## src/rtl/fwd_hazard_unit_pkg.sv

```systemverilog
// Shared types and constants for the forwarding / load-use hazard unit.
package fwd_hazard_unit_pkg;

  localparam int DEF_REG_AW = 5;
  localparam int DEF_DEPTH  = 2;
  localparam int DEF_SELW   = $clog2(DEF_DEPTH + 1);
  localparam int CNT_W      = 16;

  // fwd_sel value meaning "read the register file"
  localparam int FWD_RF = 0;

  // Control half of a pipeline entry; rd / rs widths follow REG_AW of the instance.
  typedef struct packed {
    logic valid;
    logic regwrite;
    logic memread;
  } ent_ctl_t;

  function automatic int sel_w(input int depth);
    return $clog2(depth + 1);
  endfunction

endpackage

```

## src/rtl/fwd_hazard_unit_match.sv

```systemverilog
// One source register against the post-EX entries; youngest matching stage wins.
module fwd_match
  import fwd_hazard_unit_pkg::*;
#(
  parameter int REG_AW = DEF_REG_AW,
  parameter int DEPTH  = DEF_DEPTH,
  parameter int SELW   = DEF_SELW
) (
  input  logic [REG_AW-1:0]             src,
  input  logic                          ex_valid,
  input  logic [DEPTH-1:0]              wr,
  input  logic [DEPTH-1:0][REG_AW-1:0]  rd,
  output logic [SELW-1:0]               sel
);

  // index k holds stage k+1; walk oldest to youngest so the youngest hit overrides
  always_comb begin
    sel = SELW'(FWD_RF);
    for (int k = DEPTH - 1; k >= 0; k--) begin
      if (wr[k] && rd[k] == src) sel = SELW'(DEPTH - k);
    end
    if (!ex_valid || src == '0) sel = SELW'(FWD_RF);
  end

endmodule

```

## src/rtl/fwd_hazard_unit.sv

```systemverilog
// Decode-stage load-use stall and EX operand forwarding selects for an in-order pipe.
module fwd_hazard_unit
  import fwd_hazard_unit_pkg::*;
#(
  parameter  int REG_AW   = DEF_REG_AW,
  parameter  int NSRC     = 2,
  parameter  int DEPTH    = DEF_DEPTH,
  parameter  int LOAD_LAT = 1,
  localparam int SELW     = $clog2(DEPTH + 1)
) (
  input  logic                     clk,
  input  logic                     reset,
  input  logic                     id_valid,
  input  logic [NSRC*REG_AW-1:0]   id_rs,
  input  logic [REG_AW-1:0]        id_rd,
  input  logic                     id_regwrite,
  input  logic                     id_memread,
  input  logic                     flush,
  output logic                     stall,
  output logic [NSRC*SELW-1:0]     fwd_sel,
  output logic [CNT_W-1:0]         stall_cnt
);

  ent_ctl_t [DEPTH:0]              ctl;
  logic [DEPTH:0][REG_AW-1:0]      rd;
  logic [NSRC-1:0][REG_AW-1:0]     ex_rs;
  logic [NSRC-1:0][REG_AW-1:0]     id_src;
  logic [NSRC-1:0]                 src_hit;
  logic [DEPTH-1:0]                wr_dn;
  logic [DEPTH:0]                  mr_all;
  logic [NSRC-1:0][SELW-1:0]       sel;
  logic                            id_take;
  logic                            unused_mr;

  assign id_src = id_rs;

  // load-use: a decode source hits a load that is still short of LOAD_LAT
  always_comb begin
    src_hit = '0;
    for (int j = 0; j < NSRC; j++) begin
      for (int k = 0; k < LOAD_LAT; k++) begin
        if (ctl[k].valid && ctl[k].regwrite && ctl[k].memread &&
            rd[k] == id_src[j] && id_src[j] != '0)
          src_hit[j] = 1'b1;
      end
    end
  end

  assign stall   = id_valid && !flush && (|src_hit);
  assign id_take = id_valid && !stall && !flush;

  always_ff @(posedge clk) begin
    if (reset) begin
      ctl       <= '0;
      stall_cnt <= '0;
    end else begin
      ctl[0] <= '{valid: id_take, regwrite: id_regwrite, memread: id_memread};
      for (int k = 1; k <= DEPTH; k++) ctl[k] <= ctl[k-1];
      if (stall && stall_cnt != {CNT_W{1'b1}}) stall_cnt <= stall_cnt + 1'b1;
    end
  end

  // datapath fields are only meaningful under ctl.valid, so they carry no reset
  always_ff @(posedge clk) begin
    rd[0] <= id_rd;
    ex_rs <= id_src;
    for (int k = 1; k <= DEPTH; k++) rd[k] <= rd[k-1];
  end

  always_comb begin
    wr_dn  = '0;
    mr_all = '0;
    for (int k = 0; k <= DEPTH; k++) begin
      mr_all[k] = ctl[k].memread;
      if (k >= 1) wr_dn[k-1] = ctl[k].valid && ctl[k].regwrite;
    end
  end

  // memread past LOAD_LAT is carried for uniformity but never consulted
  assign unused_mr = ^mr_all;

  for (genvar j = 0; j < NSRC; j++) begin : g_src
    fwd_match #(
      .REG_AW (REG_AW),
      .DEPTH  (DEPTH),
      .SELW   (SELW)
    ) u_match (
      .src      (ex_rs[j]),
      .ex_valid (ctl[0].valid),
      .wr       (wr_dn),
      .rd       (rd[DEPTH:1]),
      .sel      (sel[j])
    );
  end

  assign fwd_sel = sel;

endmodule

```

## config.mk

```make
export PLATFORM = sky130hd
export DESIGN_NAME = fwd_hazard_unit
export DESIGN_NICKNAME = d
export VERILOG_FILES = /design/src/rtl/fwd_hazard_unit_pkg.sv /design/src/rtl/fwd_hazard_unit_match.sv /design/src/rtl/fwd_hazard_unit.sv
export SDC_FILE = /design/constraint.sdc
export NUM_CORES = 1
export LEC_CHECK = 0
export ABC_AREA = 1
export CORE_ASPECT_RATIO = 0.9
export CORE_MARGIN = 1.5
export CORE_UTILIZATION = 45
export CTS_CLUSTER_SIZE = 28
export DETAILED_ROUTE_END_ITERATION = 10
export PLACE_DENSITY = 0.71
export SYNTH_ARGS = -nofsm -noshare
export SYNTH_HDL_FRONTEND = slang
export SYNTH_SLANG_ARGS = --single-unit
```

## constraint.sdc

```tcl
create_clock -name clk -period 2.2 [get_ports clk]
set_clock_uncertainty 0.15 [all_clocks]
set_input_delay 0.33 -clock clk [delete_from_list [all_inputs] [get_ports clk]]
set_output_delay 0.33 -clock clk [all_outputs]
set_load 0.02 [all_outputs]
```

==> results.md, run 1 <==
- Status: finished, final reports clean
- HP Start: id_rs[0]
- Synth top area share: between 40% and 50%
- Die Y: 71.79 microns
- Power per cell area: approximately 530 mW/mm^2
- Peak VDD IR: ~280 uV
- Fin crit share: between 90% and 100%
- Worst Path Class, Setup: flop to output port
- WL met2: ~2.3 mm
- CP max FO: 3
- Vias: ~2,300
- Met1 WL: 2.758 mm
- Final nets: 434
- Most numerous cell in the Yosys netlist: nand2_1
- Die Wd: a little under 80 microns
- Register area: around 960 sq um
- Launch point of the worst path: ex_rs[3]
- Largest net degree at the start of global routing: 28
- # setup viols final: 0
- Post-Syn Area per Cell: between 6 and 7 sq um
- Critical R2R Launch: ctl[2]
- Syn_nets: between 300 and 400
- Iteration-0 DRC count of the detailed router: around 140
- WL per Instance: approximately 11 microns
- Crit-path max cell delay: about 350 ps
- # H-tree levels: 2
- Top FF cell, synth: dfxtp_1
- Crit start category: flop
- RSZ-0062 raised after global routing: true
- Final Instance Area: approximately 0.0031 sq mm
- Initial Utilization: a little under half
- Post-layout minimum cycle time: approximately 2200 ps
- Filler cell count: around 450
- Full die area: 0.005703 sq mm
- Area growth from synthesis to final layout: 29.40%
- Crit path buffers/inverters: 3
- Number of synthesized flops with an enable pin: 0
- PortBufs: 41
- Highest Signal Layer: met4
- Yosys reg bits: 48
- Placed cell area: a little under 0.003 sq mm
- Diode count: 0
- Hold Vio Cnt, Final: 0
- Maxcap violations: 0
- IO Count: 42
- Multi-input logic area: around 0.0012 sq mm
- CP delay by family, top: simple AND/OR/NAND/NOR gates
- Initial antenna violation count: 0
- Post-Route WL: ~5.4 mm
- DPL Wire Length: about 4.0 mm
- DRT antenna net count: 0
- Clock Latency Late Sink: between 300 and 400 ps
- Crit path cell chain: inv_2 > nor2_2 > nor2_2 > o2111ai_2 > nor4_2 > buf_4 > nor2b_4 > buf_6
- Slowest-stage cell, CP: dfxtp_2
- Cell Rows: 24
- Final Max Tran Viols: 0
- CP dominant cell by count: nor2_2
- Post-synth ARST share: 0%
- Fmax: ~460 MHz
- Clock transition at path regs: approximately 90 ps
- Share of layout cells above drive strength 1: 11.38%
- Clk sinks: between 40 and 50
- Yosys Warn Count: 0
- Vias in the first global route: 2,026
- First-pass GRT wire length: 9.239 mm
- Clk root buf: clkbuf_8
- Slew @ Worst Pin: between 300 and 400 ps
- Total GRT Usage: about a fifth
- Synth top area cells: dfxtp_1, nand2_1, inv_1, nor2_1, nand3_1
- Placer's final routability congestion estimate: between 0.8 and 0.9
- Placed Cells: about 470
- Via-per-instance ratio: 4.726
- Crit path arrival time: between 1500 and 2000 ps
- Synth Instances: 354
- Post-synth top cells: nand2_1, inv_1, nor2_1
- Power, Total: between 0.0015 and 0.002 W
- Post-route DRC: 0
- TritonCTS clock tree: built
- Clk buf depth: 2
- CTS Buf Count: 5
- Total length of routed met3 wires: 252 microns
- Max_slew headroom: roughly 74%
- Synthesized area: roughly 0.0024 sq mm
- Total gr overflow: 0
- Leakage: between 1 and 1.5 nW
- Yosys cell types: 30
- Post-synthesis sequential area ratio: 40.61%
- Area leader, netlist: dfxtp_1
- Core area: between 0.004 and 0.005 sq mm
- Critical Path RT: roughly 1700 ps
- Fin cells: roughly 480
- Critical path endpoint category: output port
- Worst hold path class: input pin to flop
- 1st-pass router iterations: 4
-- kinds of logic (layout without fill, tap and decap cells) --
group / after synthesis / in the layout / synth area share, %
AO/OA/AOI/OAI: 14 / 14 / 3.385
XOR/XNOR: 10 / 10 / 3.702
adder cells (fa/ha/maj): 1 / 1 / 0.5287
buffers and inverters: 70 / 129 / 11.79
flip-flops: 48 / 48 / 40.61
AND/OR/NAND/NOR: 211 / 211 / 39.98
-- where the power goes --
group | total, W | switching, W | internal, W
logic | 0.000147 | 0.0000718 | 0.0000755
clock network | 0.000564 | 0.000309 | 0.000255
registers | 0.000926 | 0.0000276 | 0.000898
total | 0.00164 | 0.000408 | 0.00123
-- worst register-to-register path, stage by stage, from the launching register on --
cell,delay (ps)
dfxtp_1,420
nand2_1,70
nor2_1,120
nand3_1,100
nor2_2,100
nand3_2,80
nand2_4,80
buf_4,270
nand3_2,180
nand2_1,90
nand2_1,50
nor2_1,80
-- final timing paths --
kind / endpoint / slack (ps) / cells past startpoint
min: ex_rs[0] / 60 / 1
min reg2reg: rd[7] / 230 / 0
max reg2reg: stall_cnt[0] / 360 / 11
max: fwd_sel[1] / 10 / 8
-- state kept, by name, indices dropped and copies added, names as in the netlist --
register and cells:
stall_cnt 16, rd 15, ex_rs 10, ctl 7
-- final cells by class --
cell class | count | area share [%]
inverter | 64 | 7.846
multi-input combinational | 236 | 37.60
clock buffer | 6 | 2.697
clock inverter | 2 | 0.4904
tap | 65 | 2.656
sequential | 48 | 31.51
timing repair buffer | 57 | 17.20
-- layer usage --
layer / global-route usage (%) / up-vias
li1: - / 1214
met1: 30.14 / 998
met2: 30.32 / 40
met3: 4.204 / 7
met4: 6.823 / 0
met5: 0 / -
-- stage by stage --
stage	TNS, ps	setup slack [ps]	hold slack (ps)	util, %
after floorplan	0	449.2	201.0	-
after global placement	-491.7	-339.7	218.9	59.17
after detailed placement	-651.3	-362.1	216.3	59.17
after CTS	-31.33	-31.33	181.7	61.26
after global routing	-102.1	-83.15	59.67	61.79
final	0	11.50	55.93	61.79
-- placed cells by master (no fill, tap or decap), drive strengths merged --
master	instances
clkinvlp	2
xor2	6
nand2	97
a21oi	5
buf	19
clkdlybuf4s50	31
nor3	4
dfxtp	48
nor2	58
o22ai	2
clkbuf	7
ha	1
o2111ai	1
nor2b	1
o211ai	1
o21ai	4
or2	2
inv	64
nand4	19
nor3b	1
xnor2	4
dlymetal6s2s	4
nor4	3
a31oi	1
nand3	26
dlygate4sd2	2
-- timing repair --
item	4_1_cts	5_1_grt
hold endpoints to repair	0	0
hold buffers	0	0
gates cloned	0	0
resized for setup	13	21
pin swaps	1	4
buffers inserted	0	1
endpoints found under the setup margin	5	4
(Power assumes the default switching activity.)
==> inputs of run 2 (changes only) <==
Settings changed: CORE_ASPECT_RATIO 0.9 to 0.8.
Clock period 2.2 ns to 2.8 ns, I/O delays scaled along.
==> run 2 against run 1 <==
  * Critical path depth fell by 1
  * First-iteration DRC count rose by 0.73%
  * Non-clock buffer count fell by 13
  * Register-to-register slack improved by 540 ps
  * Sequential share of layout area rose by 1.0 points
  * Setup slack improved by 170 ps
  * Largest power group unchanged
==> results.md, run 2 (synthesis gave the netlist of run 1 again) <==
- Full die area: 0.005705 sq mm (was 0.005703 sq mm)
- # H-tree levels: 2 (unchanged)
- Crit start category: flop (unchanged)
- Fmax: between 300 and 400 MHz
- Leading cell types in the layout, fill and taps excluded: nand2_1, inv_1, nor2_1, dfxtp_1, clkdlybuf4s50_1 (unchanged)
- Final nets: 421 (was 434)
- Commonest non-fill, non-tap cell in the layout: nand2_1 (unchanged)
- Fin cells: 462 (was 478)
- Worst hold margin: 220.9 ps (was 55.93 ps)
- Maxcap violations: 0 (unchanged)
- Total gr overflow: 0 (unchanged)
- Psw: 0.0003138 W (was 0.0004081 W)
- Total GRT Usage: 19.49% (was 20.67%)
- Iteration-0 DRC count of the detailed router: 138 (was 137)
- Peak VDD IR: 242.6 uV (was 279.5 uV)
- DPL Wire Length: 4.042 mm (was 3.986 mm)
- Slew @ Worst Pin: 368.2 ps (was 391.5 ps)
- Crit path arrival time: 2050 ps (was 1710 ps)
- Largest registers: stall_cnt (16), rd (15), ex_rs (10) (unchanged)
- Vias: 2,199 (was 2,259)
- IO Count: 42 (unchanged)
- Clk buf depth: 2 (unchanged)
- Register area: 960.9 sq um (was 964.7 sq um)
- Critical R2R Launch: ctl[2] (unchanged)
- HP Start: rd[2] (was id_rs[0])
- Reg power frac: 54.6% (was 56.6%)
- Clock Latency Late Sink: 300 ps (was 310 ps)
- PortBufs: 41 (unchanged)
- Critical Path RT: 2230 ps (was 1720 ps)
- Status: finished, final reports clean (unchanged)
- RSZ-0062 raised after global routing: false (was true)
- Max FFs per register: 16 (unchanged)
- Reg with most FFs: stall_cnt (unchanged)
- Placed Cells: 454 (was 469)
- Via-per-instance ratio: 4.760 (was 4.726)
- Postcts setup bufs: 0 (unchanged)
- Initial antenna violation count: 0 (unchanged)
- Core area: 0.005036 sq mm (was 0.004955 sq mm)
- Clock power frac: 38.0% (was 34.4%)
- Comb power frac: 7.5% (was 9.0%)
- Post-Route WL: 5.244 mm (was 5.357 mm)
- Hold Vio Cnt, Final: 0 (unchanged)
- Worst Path Class, Setup: flop to output port (unchanged)
- Reg2Reg Depth: 11 (unchanged)
- Multi-input logic area: 0.001126 sq mm (was 0.001151 sq mm)
- Clock transition at path regs: 90 ps (about the same)
- WL per Instance: 11.35 microns (was 11.21 microns)
- Setup WS pre-CTS: 119.3 ps (was -362.1 ps)
- TritonCTS clock tree: built (unchanged)
- CTS Buf Count: 5 (unchanged)
- DRT antenna net count: 0 (unchanged)
- First-pass GRT wire length: 8.728 mm (was 9.239 mm)
- Vias in the first global route: 1,888 (was 2,026)
- Worst hold path class: flop to flop (was input pin to flop)
- Clk sinks: 48 (unchanged)
- Post-route DRC: 0 (unchanged)
- Fin crit share: between 90 and 100%
- Filler cell count: 479 (was 453)
- Post-layout minimum cycle time: roughly 2600 ps
- Max_slew headroom: 75.36% (was 73.82%)
- # setup viols final: 0 (unchanged)
- Largest net degree at the start of global routing: 28 (unchanged)
- Initial Utilization: 46.98% (was 47.75%)
- Switch share: 23.52% (was 24.93%)
- Launch point of the worst path: ex_rs[3] (unchanged)
- Hold path depth: 0 (was 1)
- Leakage: 1.355 nW (was 1.440 nW)
- Diode count: 0 (unchanged)
- 1st-pass router iterations: 4 (unchanged)
- Share of layout cells above drive strength 1: 5.250% (was 11.38%)
- P_int: 0.001020 W (was 0.001229 W)
- Die Y: 67.86 microns (was 71.79 microns)
- Power per cell area: 451.9 mW/mm^2 (was 534.6 mW/mm^2)
- CP max FO: 4 (was 3)
- Die Wd: 84.07 microns (was 79.44 microns)
- Cell Rows: 23 (was 24)
- Post-Route Setup TNS: 0 ps (unchanged)
- Fin util: 58.61% (was 61.79%)
- Clk root buf: clkbuf_8 (unchanged)
- Placer's final routability congestion estimate: 0.8416 (was 0.8338)
- Critical path endpoint category: output port (unchanged)
- Area growth from synthesis to final layout: 24.75% (was 29.40%)
- Final Max Tran Viols: 0 (unchanged)
- Final WS setup: 184.0 ps (was 11.50 ps)
-- run 2: area by class of cell --
class	count	share of cell area, %
clock buffer	5	2.331
tap	62	2.628
timing repair buffer	44	14.75
multi-input combinational	236	38.15
clock inverter	3	1.441
sequential	48	32.56
inverter	64	8.139
-- run 2: path summary, 6_finish.rpt --
path / to / slack (ps)
min reg2reg: rd[7] / 220
max: fwd_sel[1] / 180
max reg2reg: stall_cnt[1] / 900
min: rd[7] / 220
-- run 2: critical path, cell delays in order, from the launching register on --
cell and delay, ps:
dfxtp_1 340, inv_1 110, nor2_1 50, nor2_1 90
o2111ai_1 110, nor4_1 260, nor2b_1 170, clkdlybuf4s50_1 610
-- run 2: power by group through the flow --
stage / Combinational (W) / Sequential [W] / Clock, W
4_1_cts: 0.000101 / 0.000728 / 0.000517
3_3_place_gp: 0.0000990 / 0.000743 / 0
3_5_place_dp: 0.000100 / 0.000744 / 0
6_report: 0.0000996 / 0.000728 / 0.000506
5_1_grt: 0.000113 / 0.000732 / 0.000544
2_1_floorplan: 0.0000564 / 0.000736 / 0
-- run 2: what timing repair did --
action | CTS | global route
gates resized for setup | 0 | 1
endpoints found under the setup margin | 0 | 1
hold buffers | 0 | 0
-- run 2: per-layer routing --
layer	part of all wire, %	track usage (%)	up-vias	wire [microns]
met3	4.7	3.619	5	244
met5	0	0	-	0
met2	42	29.90	45	2218
met1	52	28.23	966	2716
li1	-	-	1183	-
met4	1.2	5.533	0	65
-- run 2: per-stage QoR --
step | cell area (sq um) | power [W]
after floorplan | 2366 | 0.0007925
after detailed placement | 2838 | 0.0008438
after global routing | 2952 | 0.001388
final | 2952 | 0.001334
after global placement | 2838 | 0.0008424
after CTS | 2949 | 0.001345
==> inputs of run 3 (changes only) <==
Settings changed: CORE_ASPECT_RATIO 0.8 to 1.1, PLACE_DENSITY 0.71 to 0.74.
==> run 3 against run 2 <==
  * Flip-flop and latch count did not move
  * Highest routed layer unchanged
  * Setup slack improved by 38 ps
  * Final cell count decreased by 0.87%
  * Utilization up 0.45 points
  * Total power is 6.4% higher
  * Combinational power barely moved
  * Largest power group unchanged
==> results.md, run 3 (synthesis gave the netlist of run 1 again) <==
- Reg power frac: 51.2% (was 54.6%)
- Fin crit share: 92.06% (was 93.43%)
- Status: finished, final reports clean (unchanged)
- Iteration-0 DRC count of the detailed router: 100 (was 138)
- CTS Buf Count: 5 (unchanged)
- Vias in the first global route: 2,079 (was 1,888)
- Critical Path RT: 2230 ps (about the same)
- Global-route layer with the greatest usage: met2 (unchanged)
- Hold buffers post-CTS: 0 (unchanged)
- Psw: 0.0003045 W (was 0.0003138 W)
- Initial antenna violation count: 0 (unchanged)
- PortBufs: 41 (unchanged)
- WL per Instance: 11.48 microns (was 11.35 microns)
- Cell Rows: 27 (was 23)
- Worst R2R End: stall_cnt[0] (was stall_cnt[1])
- Clock transition at path regs: 90 ps (about the same)
- Clk root buf: clkbuf_8 (unchanged)
- Maxcap violations: 0 (unchanged)
- Met1 Use GR: 22.92% (was 28.23%)
- Post-route DRC: 0 (unchanged)
- Fmax: 387.9 MHz (was 382.3 MHz)
- Largest registers: stall_cnt (16), rd (15), ex_rs (10) (unchanged)
- Die Y: 79.05 microns (was 67.86 microns)
- # setup viols final: 0 (unchanged)
- Clk buf depth: 2 (unchanged)
- Placed cell area: 0.002833 sq mm (was 0.002838 sq mm)
- Diode count: 0 (unchanged)
- Commonest non-fill, non-tap cell in the layout: nand2_1 (unchanged)
- Reg with most FFs: stall_cnt (unchanged)
- Largest net degree at the start of global routing: 28 (unchanged)
- First-pass GRT wire length: 8.935 mm (was 8.728 mm)
- Worst Hold Path EP: rd[7] (unchanged)
- R2R Setup Slk: 850 ps (was 900 ps)
- HP Start: rd[2] (unchanged)
- Peak VDD IR: 257.8 uV (was 242.6 uV)
- Final Max Tran Viols: 0 (unchanged)
- 1st-pass router iterations: 4 (unchanged)
- Initial Utilization: 47.00% (was 46.98%)
- GR met3 Demand/Resource: 4.188% (was 3.619%)
- Hold Vio Cnt, Final: 0 (unchanged)
- Clk sinks: 48 (unchanged)
- Power per cell area: 477.5 mW/mm^2 (was 451.9 mW/mm^2)
- Core area: 0.005034 sq mm (was 0.005036 sq mm)
- # H-tree levels: 2 (unchanged)
- Die Wd: 72.14 microns (was 84.07 microns)
- Post-Route WL: 5.260 mm (was 5.244 mm)
- Placer's final routability congestion estimate: 0.8891 (was 0.8416)
- Final Instance Area: 0.002973 sq mm (was 0.002952 sq mm)
- Worst hold path class: flop to flop (unchanged)
- DPL Wire Length: 3.983 mm (was 4.042 mm)
- Clock Latency Late Sink: 290 ps (was 300 ps)
- Hold path depth: 0 (unchanged)
- Launch point of the worst path: ex_rs[6] (was ex_rs[3])
- Switch share: 21.45% (was 23.52%)
- P_int: 0.001115 W (was 0.001020 W)
- Total gr overflow: 0 (unchanged)
- TritonCTS clock tree: built (unchanged)
- Crit start category: flop (unchanged)
- Worst Path Class, Setup: flop to output port (unchanged)
- CP max FO: 3 (was 4)
- Via-per-instance ratio: 4.974 (was 4.760)
- Max FFs per register: 16 (unchanged)
- Final nets: 421 (unchanged)
- Critical path endpoint category: output port (unchanged)
- Leading cell types in the layout, fill and taps excluded: nand2_1, inv_1, nor2_1, dfxtp_1, clkdlybuf4s50_1 (unchanged)
- Leakage: 1.369 nW (was 1.355 nW)
- Area growth from synthesis to final layout: 25.65% (was 24.75%)
- Slew @ Worst Pin: 455.2 ps (was 368.2 ps)
- Share of layout cells above drive strength 1: 5.250% (unchanged)
- RSZ-0062 raised after global routing: false (unchanged)
- Total GRT Usage: 19.75% (was 19.49%)
- Reg2Reg Depth: 11 (unchanged)
- Max_slew headroom: 69.56% (was 75.36%)
- Clock power frac: 41.6% (was 38.0%)
- Full die area: 0.005702 sq mm (was 0.005705 sq mm)
- IO Count: 42 (unchanged)
- Crit path arrival time: 2010 ps (was 2050 ps)
- Post-layout minimum cycle time: 2578 ps (was 2616 ps)
- Postcts setup bufs: 0 (unchanged)
- Comb power frac: 7.2% (was 7.5%)
- Post-cts gate resize count: 0 (unchanged)
- Vias: 2,278 (was 2,199)
- Fin util: 59.06% (was 58.61%)
- GR Util met2: 35.83% (was 29.90%)
- DRT antenna net count: 0 (unchanged)
- Post-Route Setup TNS: 0 ps (unchanged)
- Critical R2R Launch: ctl[2] (unchanged)
[run 3: cell types whose count changed in the layout (fill, tap and decap cells not counted)]
cell	delta
bufinv_16	+1
clkinvlp_4	-1
inv_6	+1
clkinv_2	-1
[run 3: worst max-delay path, stage by stage (launching register included)]
cell             delay, ps
dfxtp_1                380
inv_1                   80
nand2_1                 60
nand4_1                 70
nor3_1                 180
o211ai_1               130
nor3b_1                190
clkdlybuf4s50_1        630
[run 3: final cells by class]
cell class	instances	area (sq um)
clock inverters	3	68.82
clock buffers	5	68.82
well taps	58	72.57
flip-flops and latches	48	960.9
multi-input cells	236	1126
inverters	64	240.2
fillers	488	2061
repair buffers	44	435.4
[run 3: worst max path at each step]
stage	endpoint	slack (ps)	cells after the start
2_1_floorplan	stall	920	5
3_3_place_gp	stall	90	10
3_5_place_dp	stall	100	10
4_1_cts	stall	90	10
5_1_grt	fwd_sel[1]	30	6
6_report	fwd_sel[2]	220	7
[run 3: metal layers]
metal  vias up  part of all wire (%)
met2        47                    50
met4         0                   2.0
met5         -                     0
li1       1186                     -
met1      1035                    44
met3        10                   3.7
[run 3: power by group through the flow]
stage	Clock [W]	Combinational, W	Sequential (W)
5_1_grt	0.000638	0.000115	0.000730
6_report	0.000591	0.000102	0.000726
3_3_place_gp	0	0.000101	0.000742
4_1_cts	0.000602	0.000102	0.000726
2_1_floorplan	0	0.0000564	0.000736
3_5_place_dp	0	0.000102	0.000743
[run 3: per-stage QoR]
stage / power (W) / hold WS, ps / worst slack [ps] / instances
finish: 0.001420 / 237.3 / 222.3 / 458
CTS: 0.001431 / 244.2 / 91.01 / 458
global placement: 0.0008429 / 216.9 / 94.80 / 450
detailed placement: 0.0008442 / 220.3 / 101.3 / 450
floorplan: 0.0007925 / 201.0 / 915.3 / 354
global route: 0.001483 / 250.3 / 33.12 / 458
